$ cat src/rtl/inst_decode_unit.sv
// inst_decode_unit: instruction/memory data registers and instruction decode
// for the multicycle control FSM. Instruction SRAM data is bypassed into the
// decoder on the cycle it returns, so the FSM can dispatch without waiting a
// cycle. Load data is captured into the MDR one cycle after a read strobe.
//
// Optional feature: define INST_DECODE_RETIRE_CNT_EN to add the 32-bit
// retire_cnt output, which counts IR captures and wraps to zero.
module inst_decode_unit #(
    parameter logic [31:0] IR_RESET = 32'h0000_0000
) (
    input  logic        clk,
    input  logic        reset,
    input  logic        inst_mem_en,
    input  logic [31:0] inst_rdata,
    input  logic        data_mem_en,
    input  logic [3:0]  data_mem_wen,
    input  logic [31:0] data_rdata,
    output logic [6:0]  extend_inst,
    output logic [4:0]  rs_addr,
    output logic [4:0]  rt_addr,
    output logic [4:0]  rd_addr,
    output logic [4:0]  sa,
    output logic [31:0] imm_sext,
    output logic [31:0] br_offset,
    output logic [25:0] jump_index,
    output logic [31:0] mdr,
    output logic        illegal_inst,
    output logic        illegal_seen
`ifdef INST_DECODE_RETIRE_CNT_EN
    ,
    output logic [31:0] retire_cnt
`endif
);

    logic        r_fetch_pend;
    logic        r_rd_pend;
    logic [31:0] r_ir;
    logic [31:0] r_mdr;
    logic        r_illegal_seen;

    logic [31:0] w_word;
    logic [5:0]  w_opcode;
    logic [5:0]  w_funct;
    logic [6:0]  w_ext;
    logic        w_illegal;

    // Track outstanding SRAM reads: each SRAM returns data one cycle after its strobe.
    always_ff @(posedge clk) begin
        if (reset) begin
            r_fetch_pend <= 1'b0;
            r_rd_pend    <= 1'b0;
        end else begin
            r_fetch_pend <= inst_mem_en;
            r_rd_pend    <= data_mem_en && (data_mem_wen == 4'b0000);
        end
    end

    // Capture the returned instruction; reset discards a word still in flight.
    always_ff @(posedge clk) begin
        if (reset)
            r_ir <= IR_RESET;
        else if (r_fetch_pend)
            r_ir <= inst_rdata;
    end

    // Capture load data; write cycles never arm r_rd_pend so the MDR holds.
    always_ff @(posedge clk) begin
        if (reset)
            r_mdr <= 32'h0000_0000;
        else if (r_rd_pend)
            r_mdr <= data_rdata;
    end

    // Sticky record of any unsupported instruction reaching the decoder.
    always_ff @(posedge clk) begin
        if (reset)
            r_illegal_seen <= 1'b0;
        else if (w_illegal)
            r_illegal_seen <= 1'b1;
    end

`ifdef INST_DECODE_RETIRE_CNT_EN
    logic [31:0] r_retire_cnt;

    // Count every IR capture; natural 32-bit wrap.
    always_ff @(posedge clk) begin
        if (reset)
            r_retire_cnt <= 32'h0000_0000;
        else if (r_fetch_pend)
            r_retire_cnt <= r_retire_cnt + 32'd1;
    end

    assign retire_cnt = r_retire_cnt;
`endif

    // Decode the bypassed SRAM word in the return cycle, otherwise the IR.
    always_comb begin
        w_word   = r_fetch_pend ? inst_rdata : r_ir;
        w_opcode = w_word[31:26];
        w_funct  = w_word[5:0];
        w_ext    = (w_opcode == 6'd0) ? {1'b0, w_funct} : {1'b1, w_opcode};
        case (w_ext)
            7'b1001111, // LUI
            7'b0100001, // ADDU
            7'b1001001, // ADDIU
            7'b1000100, // BEQ
            7'b1000101, // BNE
            7'b1100011, // LW
            7'b0100101, // OR
            7'b0101010, // SLT
            7'b1001010, // SLTI
            7'b1001011, // SLTIU
            7'b0000000, // SLL
            7'b1101011, // SW
            7'b1000010, // J
            7'b1000011, // JAL
            7'b0001000: // JR
                w_illegal = 1'b0;
            default:
                w_illegal = 1'b1;
        endcase
    end

    assign extend_inst  = w_ext;
    assign rs_addr      = w_word[25:21];
    assign rt_addr      = w_word[20:16];
    assign rd_addr      = w_word[15:11];
    assign sa           = w_word[10:6];
    assign imm_sext     = {{16{w_word[15]}}, w_word[15:0]};
    assign br_offset    = {{14{w_word[15]}}, w_word[15:0], 2'b00};
    assign jump_index   = w_word[25:0];
    assign mdr          = r_mdr;
    assign illegal_inst = w_illegal;
    assign illegal_seen = r_illegal_seen;

endmodule
$ cat config.mk
export PLATFORM = sky130hd
export DESIGN_NAME = inst_decode_unit
export DESIGN_NICKNAME = d
export VERILOG_FILES = /design/src/rtl/inst_decode_unit.sv
export SDC_FILE = /design/constraint.sdc
export NUM_CORES = 1
export LEC_CHECK = 0
export ABC_AREA = 1
export BUFFER_PORTS_ARGS = -buffer_cell sky130_fd_sc_hd__buf_2
export CAP_MARGIN = 20
export CORE_UTILIZATION = 28
export CTS_CLUSTER_SIZE = 30
export DETAILED_ROUTE_END_ITERATION = 7
export PLACE_DENSITY = 0.57
export SYNTH_ARGS = -nofsm -noshare
export SYNTH_HDL_FRONTEND = slang
export SYNTH_SLANG_ARGS = --single-unit
$ cat constraint.sdc
create_clock -name clk -period 2.8 [get_ports clk]
set_input_delay 0 -clock clk [delete_from_list [all_inputs] [get_ports clk]]
set_output_delay 0 -clock clk [all_outputs]
set_load 0.02 [all_outputs]
Yosys cells after proc, flatten, opt, wreduce, memory -nomap -nowiden
Index checks and enable logic that the tools add are counted.
{ "op_classes": {"n_shift": 0, "n_mul": 0, "n_reduce_logical": 5, "n_bitwise": 0, "n_mux": 3, "addsub": 0, "n_lt_le_gt_ge": 0, "n_eq_ne": 14, "n_div": 0} }
{ "op_table": {"columns": ["op", "n"], "rows": [
  ["== test 7 bit, second input constant", 10],
  ["two-way mux 32 bit", 1],
  ["== test 7 x 6 -> 1 bit, second input constant", 3],
  ["OR reduction 15 bit", 1],
  ["== test 7 x 4 -> 1 bit, second input constant", 1],
  ["logical NOT 7 bit", 1],
  ["two-way mux 7 bit", 1],
  ["logical NOT 6 bit", 1],
  ["logical NOT 4 bit", 1],
  ["logical AND 1 bit", 1],
  ["two-way mux 1 bit", 1]
]} }
{ "word_totals": {"wordCells": 27, "romBits": 0, "mem_count": 0, "out_inout_bits": 151, "register_bits": 67, "latch_bits": 0, "mem_bits_rw": 0} }

Depth between registers and ports, before layout
Gate-level depths: netlist of run 1.
{ "logic_depth": {"depth_word": 6, "mapped_depth": 17} }

Worst setup path before layout of run 1
No wires, ideal clock.
{ "synth_path": {"path_type": "register -> register", "startpoint": "register r_fetch_pend", "endpoint": "register r_illegal_seen (netlist: illegal_seen)", "synth_period_minus_slack_ns": 1.917, "path_slack_ns": 0.883, "setup_ns": 0.067, "required_time_ns": 2.733, "arrival_ns": 1.850, "stages_incl_launch_ff": 15, "cell_sequence": "dfxtp_1 -> inv_2 -> buf_6 -> nand2_1 -> nand2_2 -> nand2_2 -> nor2_4 -> nand2_2 -> o21ai_1 -> nor3_1 -> nand2_1 -> nand2_1 -> nor2_2 -> nand2_2 -> a21oi_2"} }
{ "synth_between": {"elab_chain_len": 5} }
{ "synth_lines": {"columns": ["element", "line", "rtl"], "rows": [
  ["start: declaration", "35", "logic r_fetch_pend;"],
  ["start signal: assignment", "53", "r_fetch_pend <= inst_mem_en;"],
  ["two-way mux 32 bit *", null, null],
  ["logical NOT 6 bit *", "101", "w_ext = (w_opcode == 6'd0) ? {1'b0, w_funct} : {1'b1, w_opcode};"],
  ["two-way mux 7 bit *", "101", null],
  ["named net extend_inst[6]", "18", "output logic [6:0] extend_inst,"],
  ["== test 7 bit, or another cell as far along", "102", "case (w_ext)"],
  ["OR reduction 15 bit *", "102", null],
  ["end signal: assignment", "77", "r_illegal_seen <= 1'b0;"],
  ["end signal: assignment", "79", "r_illegal_seen <= 1'b1;"],
  ["end: declaration", "39", "logic r_illegal_seen;"]
]} }
Mark *: on every way through the listed nets, which the timed path passes. The rest lies on a longest branch.
A chain may end at the register's enable or synchronous reset.

Final worst setup path of run 1
{ "layout_path": {"startpoint": "register r_fetch_pend", "endpoint": "output illegal_inst"} }
{ "layout_between": {"elab_chain_len": 6} }
{ "layout_lines": {"columns": ["element", "line", "rtl"], "rows": [
  ["two-way mux 32 bit *", null, null],
  ["logical NOT 6 bit", "101", null],
  ["two-way mux 7 bit *", "101", null],
  ["== test 7 bit, or another cell as far along", "102", null],
  ["OR reduction 15 bit *", "102", null],
  ["two-way mux 1 bit *", "102", null],
  ["end: declaration", "27", "output logic illegal_inst,"]
]} }
Every way passes the cells marked *; elsewhere a longest branch is shown, timed or not.

==> results of run 1 <==
-- per-layer routing --
| metal | share of wire, % | vias up | wire [µm] |
|---|---|---|---|
| met5 | 0 | - | 0 |
| met4 | 2.5 | 0 | 250 |
| met2 | 50 | 171 | 4930 |
| met1 | 41 | 1579 | 4110 |
| li1 | - | 1745 | - |
| met3 | 6.5 | 24 | 643 |
-- where the power goes --
| part | internal, µW | switching [µW] |
|---|---|---|
| Sequential | 983 | 8.34 |
| Combinational | 228 | 402 |
| Clock | 809 | 419 |
| Total | 2020 | 829 |
-- timing repair --
action,CTS,global route
setup endpoints to repair,0,0
endpoints found under the hold margin,56,0
hold buffers,57,0
-- flip-flops by register name (all words and copies together), names as in the netlist --
name          count
mdr              32
r_rd_pend         1
r_fetch_pend      1
illegal_seen      1
r_ir             32
-- final cells by class --
cell class              instances  area, µm²
inverters                      26       97.6
repair buffers                282       1710
flip-flops and latches         67       1340
clock inverters                 5       85.1
multi-input cells             272       1210
clock buffers                  11        243
fillers                      1258       7320
well taps                     168        210
-- cell families after synthesis --
group	after synthesis
and+or+nand+nor	206
buffers and inverters	156
DFF	67
other	1
AOI/OAI and AO/OA	64
-- synth_stat cells, types with 2 or more instances --
library cell | number | share of area (%)
inv_2 | 5 | 0.53
nor2_1 | 17 | 1.8
nand2_2 | 10 | 1.8
o21a_1 | 2 | 0.42
or2_0 | 3 | 0.53
clkbuf_1 | 14 | 1.5
nand4_1 | 2 | 0.35
buf_4 | 110 | 23
o21ai_1 | 2 | 0.28
nand2_1 | 158 | 17
nand3_1 | 6 | 0.84
buf_1 | 4 | 0.42
dfxtp_1 | 67 | 38
inv_1 | 21 | 2.2
nor2_2 | 3 | 0.53
o21ai_0 | 3 | 0.42
a21oi_1 | 55 | 7.7
-- metrics by stage --
step	setup WS [ns]	power [µW]	cells
detailed placement	0.723	1580	758
floorplan	0.883	1520	495
global route	0.137	2980	831
finish	0.342	2850	831
CTS	0.359	2890	831
global placement	0.812	1580	758
-- worst min-delay path by stage --
| stage | from | to | slack [ns] | cells after the start |
|---|---|---|---|---|
| after floorplan | inst_mem_en | r_fetch_pend$_SDFF_PP0_ | 0.11 | 2 |
| after global placement | data_mem_en | r_rd_pend$_SDFF_PP0_ | 0.22 | 3 |
| after detailed placement | inst_mem_en | r_fetch_pend$_SDFF_PP0_ | 0.22 | 3 |
| after CTS | inst_rdata[29] | r_ir[29]$_SDFF_PP0_ | 0.04 | 5 |
| after global routing | inst_rdata[29] | r_ir[29]$_SDFF_PP0_ | 0.1 | 5 |
| final | inst_rdata[29] | r_ir[29]$_SDFF_PP0_ | 0.06 | 5 |
-- critical path, delay by kind of cell, from the launching register on --
family          cells  cell delay, ns
buf+inv             6            0.87
compound gates      1            0.18
simple gates        8            0.77
flops               1            0.29
==> reports/qor.csv, run 1 <==
metric;value;unit
fin_skew;0.00550;ns
place_congestion;0.792;
gr-usage-met1;16.5;%
via_count;3519;
ys_warn_count;0;
rsz0062_at_grt;false;
dp_hpwl;7020;µm
most-common-layout-cells;buf_2, nand2_1, dfxtp_1;
worstSetupPathType;register to output port;
fin_crit;2.46;ns
cts.path.max_buffers;2;
drcViolationCount;0;
cts_setup_buffers;0;
ys_ff_latch;67;
critPathMostFrequentCell;nand2_1;
syn_to_final_growth;37.7;%
netlist_area;3550;µm²
yosys-mux-area-fraction;0;%
slowest_stage;dfxtp_1;
synth_fa_ha_area_share;0;%
cts_resized;0;
rr_endpoint;illegal_seen$_SDFFE_PP0N_;
coreArea;12200;µm²
avgSynthCellArea;7.20;µm²
tightestPinTransition;0.962;ns
relSlewSlack;35.8;%
grt-busiest-layer;met2;
clock_latency;0.32;ns
yosys.area_share.simple;24.5;%
ant_nets;0;
drive_above_1_share;39.8;%
placed_area;4000;µm²
p_leak;0.00259;µW
critPathLaunchType;register;
fp.dieH;115;µm
async_reset_ff_share;0;%
num_antenna_cells;0;
viasPerCell;4.23;
cp-endpoint;illegal_inst;
r2r_start;r_fetch_pend$_SDFF_PP0_;
use_met3;3.76;%
slew_violations;0;
cp_slowest_stage_delay;0.29;ns
cts.sinks;67;
overflow;0;
power.density;582;nW/µm²
firstDrtPassIters;4;
timing.final.crit_share;87.8;%
grt_max_degree;37;
hold_viol;0;
synth_xor_area_share;0;%
drt_iter0_markers;152;
ff2ff_setup_slack;0.68;ns
critPathRequiredTime;2.80;ns
ys_types;29;
io_buffers;220;
final_common_cell;buf_2;
synth_enable_flop_cells;0;
maxCapViolations;0;
tritoncts;yes;
grt_use_total;14.8;%
synth_top_family_by_area;buffers and inverters;
cp_cell_sequence;buf_4 > inv_2 > buf_4 > nand2_1 > nand2_1 > nand3_1 > nand2_2 > nand2_1 > inv_2 > nand3_1 > o21ai_0 > nor2_1 > nand2_2 > inv_1 > buf_2;
antenna_found_initial;0;
ir_worst_vdd;253;µV
root_buffer;clkbuf_16;
initial_core_util;29.1;%
finalSetupViolCount;0;
rows;40;
finalInstanceArea;4900;µm²
drt-total-wl;9940;µm
use_met2;26.3;%
cp_max_fo;22;
wire_per_inst;12.0;µm
synth_compound_area_share;9.36;%
ys_seq_area_share;37.7;%
ff2ff_path_depth;14;
cts_max_level;3;
synthCells;494;
critPathCaptureType;output port;
final_nets;730;
die-area;13200;µm²
finalSetupTns;0;ns
cp-startpoint;r_fetch_pend$_SDFF_PP0_;
ys.flop_type;dfxtp_1;
outcome;finished clean;
grt_pass1_wl;15100;µm
post-route-util;40.1;%
cts_buffers;9;
fmax;0.407;GHz
clk_pin_slew;0.05;ns
grt_pass1_vias;3180;
io_pins;223;
fp.dieW;115;µm
critPathArrivalTime;2.46;ns
fin_hold_ws;0.0614;ns
hp-class;primary input to register;
Power figures use the tool's default switching activity.
==> inputs of run 2 (changes only) <==
PLACE_DENSITY = not set   (was 0.57)
SLEW_MARGIN = 10   (was not set)
clock period = 3.1 ns   (was 2.8 ns; I/O delays follow)
==> reports/qor.csv, run 2 (same netlist as run 1, synthesis figures left out) <==
metric;value;unit
fp.dieW;115;µm
finalSetupViolCount;0;
antenna_found_initial;0;
wire_per_inst;11.9;µm
clk_pin_slew;0.05;ns
timing.final.crit_share;78.4;%
initial_core_util;29.1;%
drt_iter0_markers;151;
cp_cell_sequence;buf_4 > nand2_1 > nand2_1 > nand2_1 > nor2_4 > nand3_2 > nand2_2 > inv_2 > nor2_1 > nand2_1 > a21oi_1 > nor2_2 > nand2_2 > inv_1 > buf_2;
via_count;3430;
relSlewSlack;50.9;%
cp_max_fo;32;
path_buf_inv;4;
cp_slowest_stage_delay;0.34;ns
fmax;0.411;GHz
syn_to_final_growth;38.0;%
critPathRequiredTime;3.10;ns
drive_above_1_share;39.6;%
hold_viol;0;
fp.dieH;115;µm
grt_pass1_wl;14700;µm
slowest_stage;dfxtp_1;
final_nets;730;
firstDrtPassIters;4;
fin_crit;2.43;ns
grt_pass1_vias;3033;
fin_skew;0.00695;ns
power.density;522;nW/µm²
io_buffers;220;
slew_violations;0;
coreArea;12200;µm²
cts_setup_buffers;0;
root_buffer;clkbuf_16;
place_congestion;0.754;
num_antenna_cells;0;
timing.final.ws_setup;0.669;ns
cts.sinks;67;
drt-total-wl;9830;µm
switchingPower;725;µW
viasPerCell;4.14;
drcViolationCount;0;
combPwrFrac;22.0;%
final_common_cell;buf_2;
ant_nets;0;
p_sw_share;28.3;%
critPathCaptureType;output port;
p_leak;0.00259;µW
ir_worst_vdd;216;µV
dp_hpwl;6810;µm
critPathMostFrequentCell;nand2_1;
tritoncts;yes;
cts_max_level;3;
critPathLaunchType;register;
overflow;0;
most-common-layout-cells;buf_2, nand2_1, dfxtp_1;
clkPwrFrac;42.9;%
p_int;1830;µW
tightestPinTransition;0.735;ns
clock_latency;0.32;ns
finalSetupTns;0;ns
crit_family;simple AND/OR/NAND/NOR gates;
critPathArrivalTime;2.43;ns
die-area;13200;µm²
seqPwrFrac;35.0;%
rsz0062_at_grt;false;
hp-class;primary input to register;
rows;40;
outcome;finished clean;
nFillCells;1252;
io_pins;223;
grt_max_degree;38;
maxCapViolations;0;
cts_buffers;9;
cts_resized;0;
worstSetupPathType;register to output port;
cts.path.max_buffers;2;
dpl_worst_slack;0.974;ns
grt_use_total;14.6;%
-- run 2: cell count changes in the layout (fill, tap and decap cells not counted) --
cell	change
buf_16	+1
buf_4	-1
clkbuf_8	+1
clkinv_4	-1
clkinvlp_4	-1
inv_6	-1
-- run 2: layout make-up --
cell class                 instances  area, µm²  area share, %
clock inverter                     2       60.1           1.22
inverter                          26       97.6           1.99
sequential                        67       1340           27.3
tap                              168        210           4.29
timing repair buffer             282       1730           35.3
clock buffer                      12        256           5.23
multi-input combinational        272       1210           24.7
-- run 2: path summary, 6_finish.rpt --
path                            from                         to  slack, ns  cells past startpoint
max          r_fetch_pend$_SDFF_PP0_               illegal_inst       0.67                     15
min                   inst_rdata[29]        r_ir[29]$_SDFF_PP0_       0.04                      5
max reg2reg  r_fetch_pend$_SDFF_PP0_  illegal_seen$_SDFFE_PP0N_       1.00                     14
min reg2reg     mdr[23]$_SDFFE_PP0P_       mdr[23]$_SDFFE_PP0P_       0.46                      2
-- run 2: metrics by stage --
step	utilization [%]	total power (µW)	hold slack [ns]	cell area (µm²)	std cells
2_1_floorplan	-	1380	0.107	3560	495
3_3_place_gp	32.7	1420	0.220	3990	757
6_report	40.2	2560	0.0439	4900	829
3_5_place_dp	32.9	1430	0.223	4020	758
4_1_cts	40.2	2590	0.0311	4900	829
5_1_grt	40.2	2680	0.0780	4900	829
-- run 2: worst reg2reg max path: stages (launching register included) --
cell	delay, ns
dfxtp_1	0.34
buf_4	0.33
nand2_1	0.09
nand2_1	0.15
nand2_1	0.11
nor2_4	0.17
nand3_2	0.08
nand2_2	0.14
inv_2	0.04
nor2_1	0.13
nand2_1	0.06
a21oi_1	0.17
nor2_2	0.07
nand2_2	0.07
a21oi_2	0.05
-- run 2: timing repair --
item,4_1_cts,5_1_grt
hold buffers,57,0
hold endpoints to repair,56,0
endpoints found under the setup margin,0,0
-- run 2: power groups by stage --
stage	combinational (µW)	sequential, µW	clock [µW]
after floorplan	456	920	0
after global placement	511	914	0
after detailed placement	512	914	0
after CTS	568	896	1130
after global routing	614	898	1170
final	564	896	1100
-- run 2: routing by layer --
metal / vias to the layer above / GRT usage [%] / share of wire, %
met2: 145 / 25.0 / 48
met5: - / 0 / 0
met4: 0 / 6.06 / 2.0
met3: 13 / 3.71 / 6.3
li1: 1744 / - / -
met1: 1528 / 17.4 / 44
==> inputs of run 3 (changes only) <==
ABC_AREA = 0   (was 1)
clock period = 2.44 ns   (was 3.1 ns; I/O delays follow)
==> reports/qor.csv, run 3 <==
metric;value;unit
outcome;complete, but fails checks;
violations;negative setup slack;
critPathRequiredTime;2.44;ns
drcViolationCount;0;
viasPerCell;4.13;
rsz0062_at_grt;true;
io_buffers;220;
fin_skew;0.00258;ns
cp_max_fo;5;
overflow;0;
coreArea;12200;µm²
num_antenna_cells;0;
hold_viol;0;
cts_max_level;3;
async_reset_ff_share;0;%
nFillCells;1197;
final_nets;594;
synthTopCellsByArea;dfxtp_1, buf_4, mux2i_1;
grt_pass1_vias;2548;
maxCapViolations;0;
fin_crit;2.51;ns
grt_pass1_wl;12600;µm
synthCells;370;
placed_area;4050;µm²
antenna_found_initial;0;
ys.flop_type;dfxtp_1;
p_leak;0.00240;µW
critPathCaptureType;output port;
clk_pin_slew;0.05;ns
relSlewSlack;34.7;%
wire_per_inst;12.1;µm
via_count;2867;
io_pins;223;
yosys-mux-area-fraction;18.8;%
fin_hold_ws;0.0251;ns
power.density;679;nW/µm²
grt_use_total;12.7;%
timing.final.crit_share;103;%
cts_setup_buffers;0;
initial_core_util;29.2;%
timing.final.ws_setup;-0.0696;ns
ant_nets;0;
fp.dieW;115;µm
ys_warn_count;0;
dpl_worst_slack;0.176;ns
critPathLaunchType;register;
avgSynthCellArea;9.60;µm²
grt_max_degree;36;
rows;40;
finalSetupViolCount;1;
ys_seq_area_share;37.8;%
cts.path.max_buffers;2;
synth_compound_area_share;5.11;%
synth_xor_area_share;0;%
ys_top_cells_by_count;buf_4, dfxtp_1, nor2_1;
netlist_area;3550;µm²
slew_violations;0;
fp.dieH;115;µm
worstSetupPathType;register to output port;
tritoncts;yes;
final_common_cell;buf_2;
die-area;13100;µm²
root_buffer;clkbuf_16;
most-common-layout-cells;buf_2, dfxtp_1, nor2_1;
dp_hpwl;5960;µm
firstDrtPassIters;4;
synth_top_family_by_area;buffers and inverters;
drt_iter0_markers;93;
clock_latency;0.33;ns
ir_worst_vdd;331;µV
yosys.area.top_type;dfxtp_1;
tightestPinTransition;0.980;ns
place_congestion;0.798;
hp-class;primary input to register;
yosysMostFrequentCell;buf_4;
cts_buffers;9;
ys_types;44;
synth_enable_flop_cells;0;
finalInstanceArea;4790;µm²
fmax;0.398;GHz
critPathArrivalTime;2.51;ns
cts.sinks;67;
yosys.area_share.simple;12.4;%
ys_ff_latch;67;
synth_fa_ha_area_share;0;%
synth_top_area_share;37.8;%
drt-total-wl;8380;µm
drive_above_1_share;52.6;%
syn_to_final_growth;34.8;%
[run 3: cell count changes in the layout (fill, tap and decap cells not counted), moves of 10 or more]
cell | before | now
mux2i_1 | 0 | 42
nand2_1 | 158 | 3
nand2_2 | 10 | 0
dlygate4sd3_1 | 57 | 38
nor2b_1 | 0 | 18
a21oi_1 | 55 | 1
inv_1 | 21 | 7
nor2_1 | 17 | 44
mux2_2 | 0 | 22
[run 3: where the power goes]
part | switching [µW] | leakage, µW | internal, µW
Sequential | 16.5 | 0.000545 | 1130
Clock | 485 | 0.000155 | 921
Combinational | 416 | 0.00170 | 286
[run 3: worst paths after layout]
kind | startpoint | to | slack [ns] | cells past startpoint
max | r_fetch_pend$_SDFF_PP0_ | illegal_inst | -0.07 | 8
max reg2reg | r_fetch_pend$_SDFF_PP0_ | illegal_seen$_SDFFE_PP0N_ | 0.19 | 7
min reg2reg | mdr[11]$_SDFFE_PP0P_ | mdr[11]$_SDFFE_PP0P_ | 0.49 | 2
min | inst_rdata[31] | r_ir[31]$_SDFF_PP0_ | 0.03 | 3
[run 3: cells by family after synthesis]
kind of cell,Yosys count
other,1
DFF,67
muxes,64
buffers and inverters,133
AOI/OAI and AO/OA,22
and+or+nand+nor,83
[run 3: cell type report]
class                           instances  area, µm²  area share [%]
Tap cell                              168        210            4.39
Clock buffer                           10        239            4.99
Multi-Input combinational cell        171       1320            27.6
Clock inverter                          6       88.8            1.86
Timing Repair Buffer                  265       1550            32.4
Inverter                                8       32.5           0.679
Sequential cell                        67       1340            28.1
[run 3: critical path, stage by stage, from the launching register on]
cell and delay [ns]:
dfxtp_2 0.34, or4_4 0.54, nor4_4 0.20, o211ai_1 0.14, a221o_1 0.34, a31oi_2 0.21, a311oi_2 0.08, o21a_1 0.20
buf_6 0.13
[run 3: routing by layer]
| layer | global-route usage (%) | vias up | routed length [µm] |
|---|---|---|---|
| met4 | 5.71 | 0 | 125 |
| met5 | 0 | - | 0 |
| met2 | 22.5 | 137 | 4270 |
| met3 | 3.81 | 9 | 593 |
| met1 | 13.8 | 1305 | 3400 |
| li1 | - | 1416 | - |
[run 3: through the flow]
stage          power (µW)  TNS [ns]  cells  util [%]
4_1_cts              3310   -0.0746    695      39.3
3_5_place_dp         1810         0    641      33.3
6_report             3250   -0.0696    695      39.4
2_1_floorplan        1740         0    371         -
5_1_grt              3410    -0.212    695      39.4
3_3_place_gp         1810         0    641      33.3
[run 3: what timing repair did]
item                       4_1_cts  5_1_grt
gates resized for setup          5        2
cloned                           0        0
hold buffers                    38        0
setup endpoints to repair        1        1
hold endpoints to repair        37        0
pin swaps                        1        0
